### src/rtl/xge_tx_arbiter_if.sv
// Packet bus between the traffic sources, the TX arbiter and the MAC pkt_tx port.
// slave  : the arbiter's view (consumes source words, drives the MAC side).
// master : the environment's view (sources and MAC FIFO status).
interface xge_tx_arbiter_if #(
  parameter int NUM_PORTS = 2,
  parameter int DATA_W    = 64
);
  logic [NUM_PORTS-1:0]        src_val;
  logic [NUM_PORTS-1:0]        src_sop;
  logic [NUM_PORTS-1:0]        src_eop;
  logic [3*NUM_PORTS-1:0]      src_mod;
  logic [DATA_W*NUM_PORTS-1:0] src_data;
  logic [NUM_PORTS-1:0]        src_ready;
  logic                        pkt_tx_full;
  logic                        pkt_tx_val;
  logic                        pkt_tx_sop;
  logic                        pkt_tx_eop;
  logic [2:0]                  pkt_tx_mod;
  logic [DATA_W-1:0]           pkt_tx_data;

  modport slave (
    input  src_val, src_sop, src_eop, src_mod, src_data, pkt_tx_full,
    output src_ready, pkt_tx_val, pkt_tx_sop, pkt_tx_eop, pkt_tx_mod, pkt_tx_data
  );

  modport master (
    output src_val, src_sop, src_eop, src_mod, src_data, pkt_tx_full,
    input  src_ready, pkt_tx_val, pkt_tx_sop, pkt_tx_eop, pkt_tx_mod, pkt_tx_data
  );
endinterface

### src/rtl/xge_tx_arbiter.sv
// Round-robin, packet-granular arbiter sharing the xge_mac pkt_tx port among
// NUM_PORTS sources (2..4), clk_156m25 domain, one registered output stage.
// Optional per-source packet counters: define XGE_TX_ARB_STATS_EN.
//
// state | meaning
// IDLE  | scan sources from rr_ptr for a sop candidate; discard one orphan word if none
// XFER  | forward granted source's words until its eop transfers
module xge_tx_arbiter #(
  parameter int NUM_PORTS = 2,
  parameter int DATA_W    = 64
) (
  input  logic            clk_156m25,
  input  logic            reset_156m25_n,
  xge_tx_arbiter_if.slave bus,
  output logic [1:0]      grant_idx,
  output logic            busy,
  output logic            err_drop
`ifdef XGE_TX_ARB_STATS_EN
  ,
  output logic [16*NUM_PORTS-1:0] pkt_cnt,
  input  logic                    stats_clr
`endif
);

  typedef enum logic {IDLE = 1'b0, XFER = 1'b1} state_t;

  state_t            r_state;
  logic [1:0]        r_rr_ptr;
  logic [1:0]        r_grant;
  logic              r_busy;
  logic              r_err;

  logic [2:0]        w_tgt;
  logic              w_cand_found;
  logic [1:0]        w_cand_idx;
  logic              w_orph_found;
  logic [1:0]        w_orph_idx;
  logic              w_sel_val;
  logic              w_sel_sop;
  logic              w_sel_eop;
  logic [2:0]        w_sel_mod;
  logic [DATA_W-1:0] w_sel_data;
  logic              w_xfer;
  logic              w_drop;
  logic [1:0]        w_rr_next;

  // Round-robin scan for a sop candidate, plus lowest-index orphan (val without sop).
  always_comb begin
    w_tgt        = '0;
    w_cand_found = 1'b0;
    w_cand_idx   = '0;
    w_orph_found = 1'b0;
    w_orph_idx   = '0;
    for (int k = 0; k < NUM_PORTS; k++) begin
      w_tgt = {1'b0, r_rr_ptr} + 3'(k);
      if (w_tgt >= 3'(NUM_PORTS)) w_tgt = w_tgt - 3'(NUM_PORTS);
      for (int i = 0; i < NUM_PORTS; i++) begin
        if (!w_cand_found && (w_tgt == 3'(i)) && bus.src_val[i] && bus.src_sop[i]) begin
          w_cand_found = 1'b1;
          w_cand_idx   = 2'(i);
        end
      end
    end
    for (int i = 0; i < NUM_PORTS; i++) begin
      if (!w_orph_found && bus.src_val[i] && !bus.src_sop[i]) begin
        w_orph_found = 1'b1;
        w_orph_idx   = 2'(i);
      end
    end
  end

  // Select the granted source's word.
  always_comb begin
    w_sel_val  = 1'b0;
    w_sel_sop  = 1'b0;
    w_sel_eop  = 1'b0;
    w_sel_mod  = '0;
    w_sel_data = '0;
    for (int i = 0; i < NUM_PORTS; i++) begin
      if (r_grant == 2'(i)) begin
        w_sel_val  = bus.src_val[i];
        w_sel_sop  = bus.src_sop[i];
        w_sel_eop  = bus.src_eop[i];
        w_sel_mod  = bus.src_mod[3*i +: 3];
        w_sel_data = bus.src_data[DATA_W*i +: DATA_W];
      end
    end
  end

  assign w_xfer    = (r_state == XFER) && w_sel_val && !bus.pkt_tx_full;
  assign w_drop    = (r_state == IDLE) && !w_cand_found && w_orph_found;
  assign w_rr_next = (r_grant == 2'(NUM_PORTS - 1)) ? 2'd0 : r_grant + 2'd1;

  // Per-source ready: granted source in XFER, or the orphan being discarded in IDLE.
  always_comb begin
    bus.src_ready = '0;
    for (int i = 0; i < NUM_PORTS; i++) begin
      if (r_state == XFER)
        bus.src_ready[i] = (r_grant == 2'(i)) && !bus.pkt_tx_full;
      else
        bus.src_ready[i] = w_drop && (w_orph_idx == 2'(i));
    end
  end

  // Arbitration FSM with registered grant/busy/err_drop.
  always_ff @(posedge clk_156m25 or negedge reset_156m25_n) begin
    if (!reset_156m25_n) begin
      r_state  <= IDLE;
      r_rr_ptr <= '0;
      r_grant  <= '0;
      r_busy   <= 1'b0;
      r_err    <= 1'b0;
    end else begin
      r_err <= w_drop;
      case (r_state)
        IDLE: begin
          if (w_cand_found) begin
            r_grant <= w_cand_idx;
            r_state <= XFER;
            r_busy  <= 1'b1;
          end
        end
        XFER: begin
          if (w_xfer && w_sel_eop) begin
            r_rr_ptr <= w_rr_next;
            r_state  <= IDLE;
            r_busy   <= 1'b0;
          end
        end
        default: begin
          r_state <= IDLE;
          r_busy  <= 1'b0;
        end
      endcase
    end
  end

  // MAC output register: val/sop/eop only for a word that transferred; mod/data hold.
  always_ff @(posedge clk_156m25 or negedge reset_156m25_n) begin
    if (!reset_156m25_n) begin
      bus.pkt_tx_val  <= 1'b0;
      bus.pkt_tx_sop  <= 1'b0;
      bus.pkt_tx_eop  <= 1'b0;
      bus.pkt_tx_mod  <= '0;
      bus.pkt_tx_data <= '0;
    end else begin
      bus.pkt_tx_val <= w_xfer;
      if (w_xfer) begin
        bus.pkt_tx_sop  <= w_sel_sop;
        bus.pkt_tx_eop  <= w_sel_eop;
        bus.pkt_tx_mod  <= w_sel_mod;
        bus.pkt_tx_data <= w_sel_data;
      end else begin
        bus.pkt_tx_sop <= 1'b0;
        bus.pkt_tx_eop <= 1'b0;
      end
    end
  end

  assign grant_idx = r_grant;
  assign busy      = r_busy;
  assign err_drop  = r_err;

`ifdef XGE_TX_ARB_STATS_EN
  logic [15:0] r_cnt [NUM_PORTS];

  // Per-source packet counters; clear wins over a coincident increment.
  always_ff @(posedge clk_156m25 or negedge reset_156m25_n) begin
    if (!reset_156m25_n) begin
      for (int i = 0; i < NUM_PORTS; i++) r_cnt[i] <= '0;
    end else if (stats_clr) begin
      for (int i = 0; i < NUM_PORTS; i++) r_cnt[i] <= '0;
    end else if (w_xfer && w_sel_eop) begin
      for (int i = 0; i < NUM_PORTS; i++)
        if (r_grant == 2'(i)) r_cnt[i] <= r_cnt[i] + 16'd1;
    end
  end

  for (genvar g = 0; g < NUM_PORTS; g++) begin : g_cnt
    assign pkt_cnt[16*g +: 16] = r_cnt[g];
  end
`endif

endmodule

### src/flat_wrapper.sv
// flat-port wrapper written by rule: the top's interface ports become plain ports
module xge_tx_arbiter_flat 
#(
  parameter int NUM_PORTS = 2,
  parameter int DATA_W    = 64
)
  (clk_156m25, reset_156m25_n, grant_idx, busy, err_drop, bus_src_val, bus_src_sop, bus_src_eop, bus_src_mod, bus_src_data, bus_pkt_tx_full, bus_src_ready, bus_pkt_tx_val, bus_pkt_tx_sop, bus_pkt_tx_eop, bus_pkt_tx_mod, bus_pkt_tx_data);
  xge_tx_arbiter_if #(.NUM_PORTS(NUM_PORTS), .DATA_W(DATA_W)) bus_i ();
  input  logic clk_156m25;
  input  logic reset_156m25_n;
  output logic [1:0] grant_idx;
  output logic busy;
  output logic err_drop;
  input wire logic [$bits(bus_i.src_val)-1:0] bus_src_val;
  input wire logic [$bits(bus_i.src_sop)-1:0] bus_src_sop;
  input wire logic [$bits(bus_i.src_eop)-1:0] bus_src_eop;
  input wire logic [$bits(bus_i.src_mod)-1:0] bus_src_mod;
  input wire logic [$bits(bus_i.src_data)-1:0] bus_src_data;
  input wire logic [$bits(bus_i.pkt_tx_full)-1:0] bus_pkt_tx_full;
  output wire logic [$bits(bus_i.src_ready)-1:0] bus_src_ready;
  output wire logic [$bits(bus_i.pkt_tx_val)-1:0] bus_pkt_tx_val;
  output wire logic [$bits(bus_i.pkt_tx_sop)-1:0] bus_pkt_tx_sop;
  output wire logic [$bits(bus_i.pkt_tx_eop)-1:0] bus_pkt_tx_eop;
  output wire logic [$bits(bus_i.pkt_tx_mod)-1:0] bus_pkt_tx_mod;
  output wire logic [$bits(bus_i.pkt_tx_data)-1:0] bus_pkt_tx_data;
  assign bus_i.src_val = bus_src_val;
  assign bus_i.src_sop = bus_src_sop;
  assign bus_i.src_eop = bus_src_eop;
  assign bus_i.src_mod = bus_src_mod;
  assign bus_i.src_data = bus_src_data;
  assign bus_i.pkt_tx_full = bus_pkt_tx_full;
  assign bus_src_ready = bus_i.src_ready;
  assign bus_pkt_tx_val = bus_i.pkt_tx_val;
  assign bus_pkt_tx_sop = bus_i.pkt_tx_sop;
  assign bus_pkt_tx_eop = bus_i.pkt_tx_eop;
  assign bus_pkt_tx_mod = bus_i.pkt_tx_mod;
  assign bus_pkt_tx_data = bus_i.pkt_tx_data;
  xge_tx_arbiter #(.NUM_PORTS(NUM_PORTS), .DATA_W(DATA_W)) u_core (.clk_156m25(clk_156m25), .reset_156m25_n(reset_156m25_n), .bus(bus_i), .grant_idx(grant_idx), .busy(busy), .err_drop(err_drop));
endmodule
### config.mk
export PLATFORM = sky130hd
export DESIGN_NAME = xge_tx_arbiter_flat
export DESIGN_NICKNAME = d
export VERILOG_FILES = /design/src/rtl/xge_tx_arbiter_if.sv /design/src/rtl/xge_tx_arbiter.sv /design/src/flat_wrapper.sv
export SDC_FILE = /design/constraint.sdc
export NUM_CORES = 1
export LEC_CHECK = 0
export BUFFER_PORTS_ARGS = -buffer_cell sky130_fd_sc_hd__buf_2
export CORE_MARGIN = 10
export CORE_UTILIZATION = 36
export DETAILED_ROUTE_END_ITERATION = 10
export PLACE_DENSITY = 0.8
export REMOVE_ABC_BUFFERS = 1
export SYNTH_ARGS = -nofsm -noshare
export SYNTH_HDL_FRONTEND = slang
export SYNTH_SLANG_ARGS = --single-unit
### constraint.sdc
create_clock -name clk_156m25 -period 1.95 [get_ports clk_156m25]
set_input_delay 0.39 -clock clk_156m25 [delete_from_list [all_inputs] [get_ports clk_156m25]]
set_output_delay 0.39 -clock clk_156m25 [all_outputs]
set_load 0.05 [all_outputs]
==> run_summary.xml <==
<?xml version="1.0" encoding="UTF-8"?>
<metrics>
  <group name="drt">
    <metric name="detail_route.iter0.violations" unit="">150</metric>
    <metric name="routed_wirelength" unit="microns">11400</metric>
    <metric name="remaining_drc_errors" unit="">0</metric>
    <metric name="vias_per_cell" unit="">4.92</metric>
    <metric name="wl_per_cell" unit="microns">16.7</metric>
    <metric name="route.antenna.remaining_nets" unit="">0</metric>
    <metric name="first_pass_iters" unit="">7</metric>
    <metric name="vias" unit="">3351</metric>
  </group>
  <group name="yosys">
    <metric name="synth_top_flop_cell" unit="">dfrtp_1</metric>
    <metric name="synth.top_cell.area_share" unit="%">52.5</metric>
    <metric name="synth.top_cells.by_area" unit="">dfrtp_1 53%, mux2i_1 19%, a21oi_1 19%</metric>
    <metric name="yosys.area.top_type" unit="">dfrtp_1</metric>
    <metric name="yosys_warnings" unit="">0</metric>
    <metric name="yosys_register_bits" unit="">75</metric>
    <metric name="ys_seq_area_share" unit="%">52.5</metric>
    <metric name="async_flop_share" unit="%">100</metric>
    <metric name="post_synth_edffs" unit="">0</metric>
    <metric name="netlist_area" unit="sq um">3570</metric>
    <metric name="syn_avg_cell_area" unit="sq um">10.6</metric>
    <metric name="post_synth_num_cell_types" unit="">26</metric>
    <metric name="synthesis.instances" unit="">338</metric>
  </group>
  <group name="sta">
    <metric name="final_worst_path_period_share" unit="%">97.0</metric>
    <metric name="relSlewSlack" unit="%">62.1</metric>
    <metric name="final.setup_skew" unit="ps">12.2</metric>
    <metric name="timing.setup.tns" unit="ps">0</metric>
    <metric name="report.final.slew_viol_count" unit="">0</metric>
    <metric name="slew_at_the_pin_closest_to_its_max_slew_limit" unit="ps">569</metric>
    <metric name="fmax" unit="MHz">529</metric>
    <metric name="setup_repair_after_global_routing_missed_its_margin" unit="">true</metric>
    <metric name="whs" unit="ps">-1.68</metric>
    <metric name="finalCriticalPeriod" unit="ps">1890</metric>
    <metric name="finalHoldViolations" unit="">4</metric>
    <metric name="finalSetupViolations" unit="">0</metric>
  </group>
  <group name="global_routing">
    <metric name="first_global_vias" unit="">3722</metric>
    <metric name="grt-ovfl-total" unit="">0</metric>
    <metric name="grt_start_max_net_pins" unit="">71</metric>
    <metric name="groute.usage.overall" unit="%">15.2</metric>
    <metric name="antenna_found_initial" unit="">0</metric>
    <metric name="grt_first_pass_wirelength" unit="microns">18200</metric>
  </group>
  <group name="critical_path">
    <metric name="rrSetupSlack" unit="ps">290</metric>
    <metric name="worst_r2r_startpoint" unit="">u_core.grant_idx[0]</metric>
    <metric name="start_kind" unit="">flip-flop</metric>
    <metric name="reg2reg_to" unit="">u_core.bus.pkt_tx_sop</metric>
    <metric name="cp.required" unit="ps">1560</metric>
    <metric name="critical_path_origin" unit="">u_core.r_state</metric>
    <metric name="critical_path_arrival" unit="ps">1500</metric>
    <metric name="timing.setup.critical_path_class" unit="">reg -&gt; out</metric>
    <metric name="cp_max_fo" unit="">2</metric>
    <metric name="worst-r2r-cell-count" unit="">4</metric>
    <metric name="setup.worst_path.end_class" unit="">output port</metric>
  </group>
  <group name="run_status">
    <metric name="outcome" unit="">finished with violations</metric>
    <metric name="failing_checks" unit="">negative hold slack</metric>
  </group>
  <group name="final_layout">
    <metric name="antenna_cells" unit="">0</metric>
    <metric name="layout_cells_sized_above_1" unit="%">45.4</metric>
    <metric name="final_core_utilization" unit="%">52.0</metric>
    <metric name="multi_input_comb_area" unit="sq um">1530</metric>
    <metric name="final_common_cell" unit="">buf_2</metric>
    <metric name="largestRegisters" unit="">u_core.bus.pkt_tx_data: 64 flops, u_core.bus.pkt_tx_mod: 3 flops</metric>
    <metric name="nets" unit="">686</metric>
    <metric name="area_delta_synth_final" unit="%">41.5</metric>
    <metric name="largest_register_ff_count" unit="">64</metric>
    <metric name="layout_common_cells" unit="">214 x buf_2, 134 x a21oi_1, 74 x dfrtp_1</metric>
    <metric name="fillCellCount" unit="">916</metric>
    <metric name="largest_register" unit="">u_core.bus.pkt_tx_data</metric>
    <metric name="sequential_cell_area" unit="sq um">1880</metric>
    <metric name="final_cell_count_no_fill" unit="">681</metric>
  </group>
  <group name="cts">
    <metric name="tritoncts" unit="">built</metric>
    <metric name="path_clk_slew" unit="ps">80</metric>
    <metric name="cts.root.buffer_cell" unit="">clkbuf_8</metric>
    <metric name="cts-buffers-inserted" unit="">9</metric>
    <metric name="worst_case_clock_buffer_depth" unit="">2</metric>
    <metric name="h_tree_levels" unit="">3</metric>
    <metric name="tritoncts_num_sinks" unit="">75</metric>
    <metric name="post_cts_hold_buffer_count" unit="">0</metric>
    <metric name="worst_skew_pair.late_latency" unit="ps">350</metric>
    <metric name="postCtsSetupRepairBufs" unit="">0</metric>
  </group>
  <group name="power_and_ir_drop">
    <metric name="pleak" unit="nW">2.51</metric>
    <metric name="clockPowerShare" unit="%">16.1</metric>
    <metric name="p_sw_share" unit="%">51.6</metric>
    <metric name="p_sw" unit="mW">5.16</metric>
    <metric name="power_density" unit="nW/um^2">1980</metric>
    <metric name="worst_ir_drop_vdd" unit="mV">0.917</metric>
    <metric name="share_comb_of_total_power" unit="%">57.1</metric>
    <metric name="seqPwrFrac" unit="%">26.8</metric>
    <metric name="p_int" unit="mW">4.84</metric>
  </group>
  <group name="placed_design">
    <metric name="port_buffers" unit="">217</metric>
    <metric name="dp.final_hpwl" unit="microns">8800</metric>
    <metric name="placed_cells" unit="">665</metric>
    <metric name="routabilityCongestion" unit="">0.838</metric>
  </group>
  <group name="die">
    <metric name="die_area" unit="sq um">14300</metric>
    <metric name="die_h" unit="microns">120</metric>
    <metric name="start_util" unit="%">36.7</metric>
    <metric name="fp.dieW" unit="microns">120</metric>
    <metric name="num_rows" unit="">36</metric>
    <metric name="area_of_the_core" unit="sq um">9730</metric>
    <metric name="ios" unit="">219</metric>
  </group>
  <group name="min_path">
    <metric name="hold_path_class" unit="">in -&gt; async</metric>
  </group>
  <group name="job">
    <metric name="timing.max_cap.violations" unit="">0</metric>
  </group>
</metrics>
power groups by stage:
stage,clock [mW],combinational (mW),sequential [mW]
2_1_floorplan,0,1.43,5.52
4_1_cts,1.66,5.78,2.69
3_5_place_dp,0,5.77,2.70
5_1_grt,1.71,6.07,2.78
6_report,1.61,5.72,2.68
3_3_place_gp,0,5.64,2.67
logic make-up after synthesis:
group,share of synthesized area [%]
AOI/OAI and AO/OA,20.6
DFF,52.5
muxes,19.8
buffers and inverters,5.08
and+or+nand+nor,1.93
other,0.105
worst max-delay path: stages (launching register included):
cell,delay (ps)
dfrtp_1,390
or4b_4,510
o21ai_2,80
buf_6,170
how the worst max path moves through the flow:
stage / to / depth (start not counted) / slack (ps)
floorplan: u_core.r_rr_ptr[0] / 3 / -3300
global placement: bus_src_ready[1] / 4 / 80
detailed placement: bus_src_ready[1] / 4 / 70
CTS: bus_src_ready[1] / 3 / 20
global route: bus_src_ready[1] / 3 / -4
finish: bus_src_ready[1] / 3 / 60
per-layer routing:
metal	track usage, %	part of all wire, %
met1	17.1	41
met2	25.9	49
met3	5.30	8.3
met4	5.81	1.8
met5	0	0
Yosys cell counts (all sizes together), types with 2 or more instances:
cell type  number
a21oi         134
nor2            3
nand2           4
mux2            2
o21ai           4
clkbuf          6
nor2b           2
inv             2
mux2i          68
dfrtp          75
buf            27
through the flow:
step	cell area [sq um]	setup slack, ps	power, mW	hold slack, ps
after global placement	4770	75.7	8.31	381
after global routing	5060	-4.29	10.6	30.5
final	5060	57.9	10.0	-1.68
after floorplan	3400	-3300	6.95	94.4
after CTS	5060	20.1	10.1	6.65
after detailed placement	4770	74.3	8.47	391
cell type report:
class	count	area share [%]
timing repair buffer	227	23.7
clock inverter	4	2.37
tap	133	3.29
multi-input combinational	228	30.3
clock buffer	12	3.07
sequential	75	37.2
inverter	2	0.148
timing repair:
item | in CTS | in global routing
pin swaps | 0 | 1
resized for setup | 5 | 1
endpoints found under the setup margin | 1 | 2
Note: power is estimated with default switching activity, not from simulation.
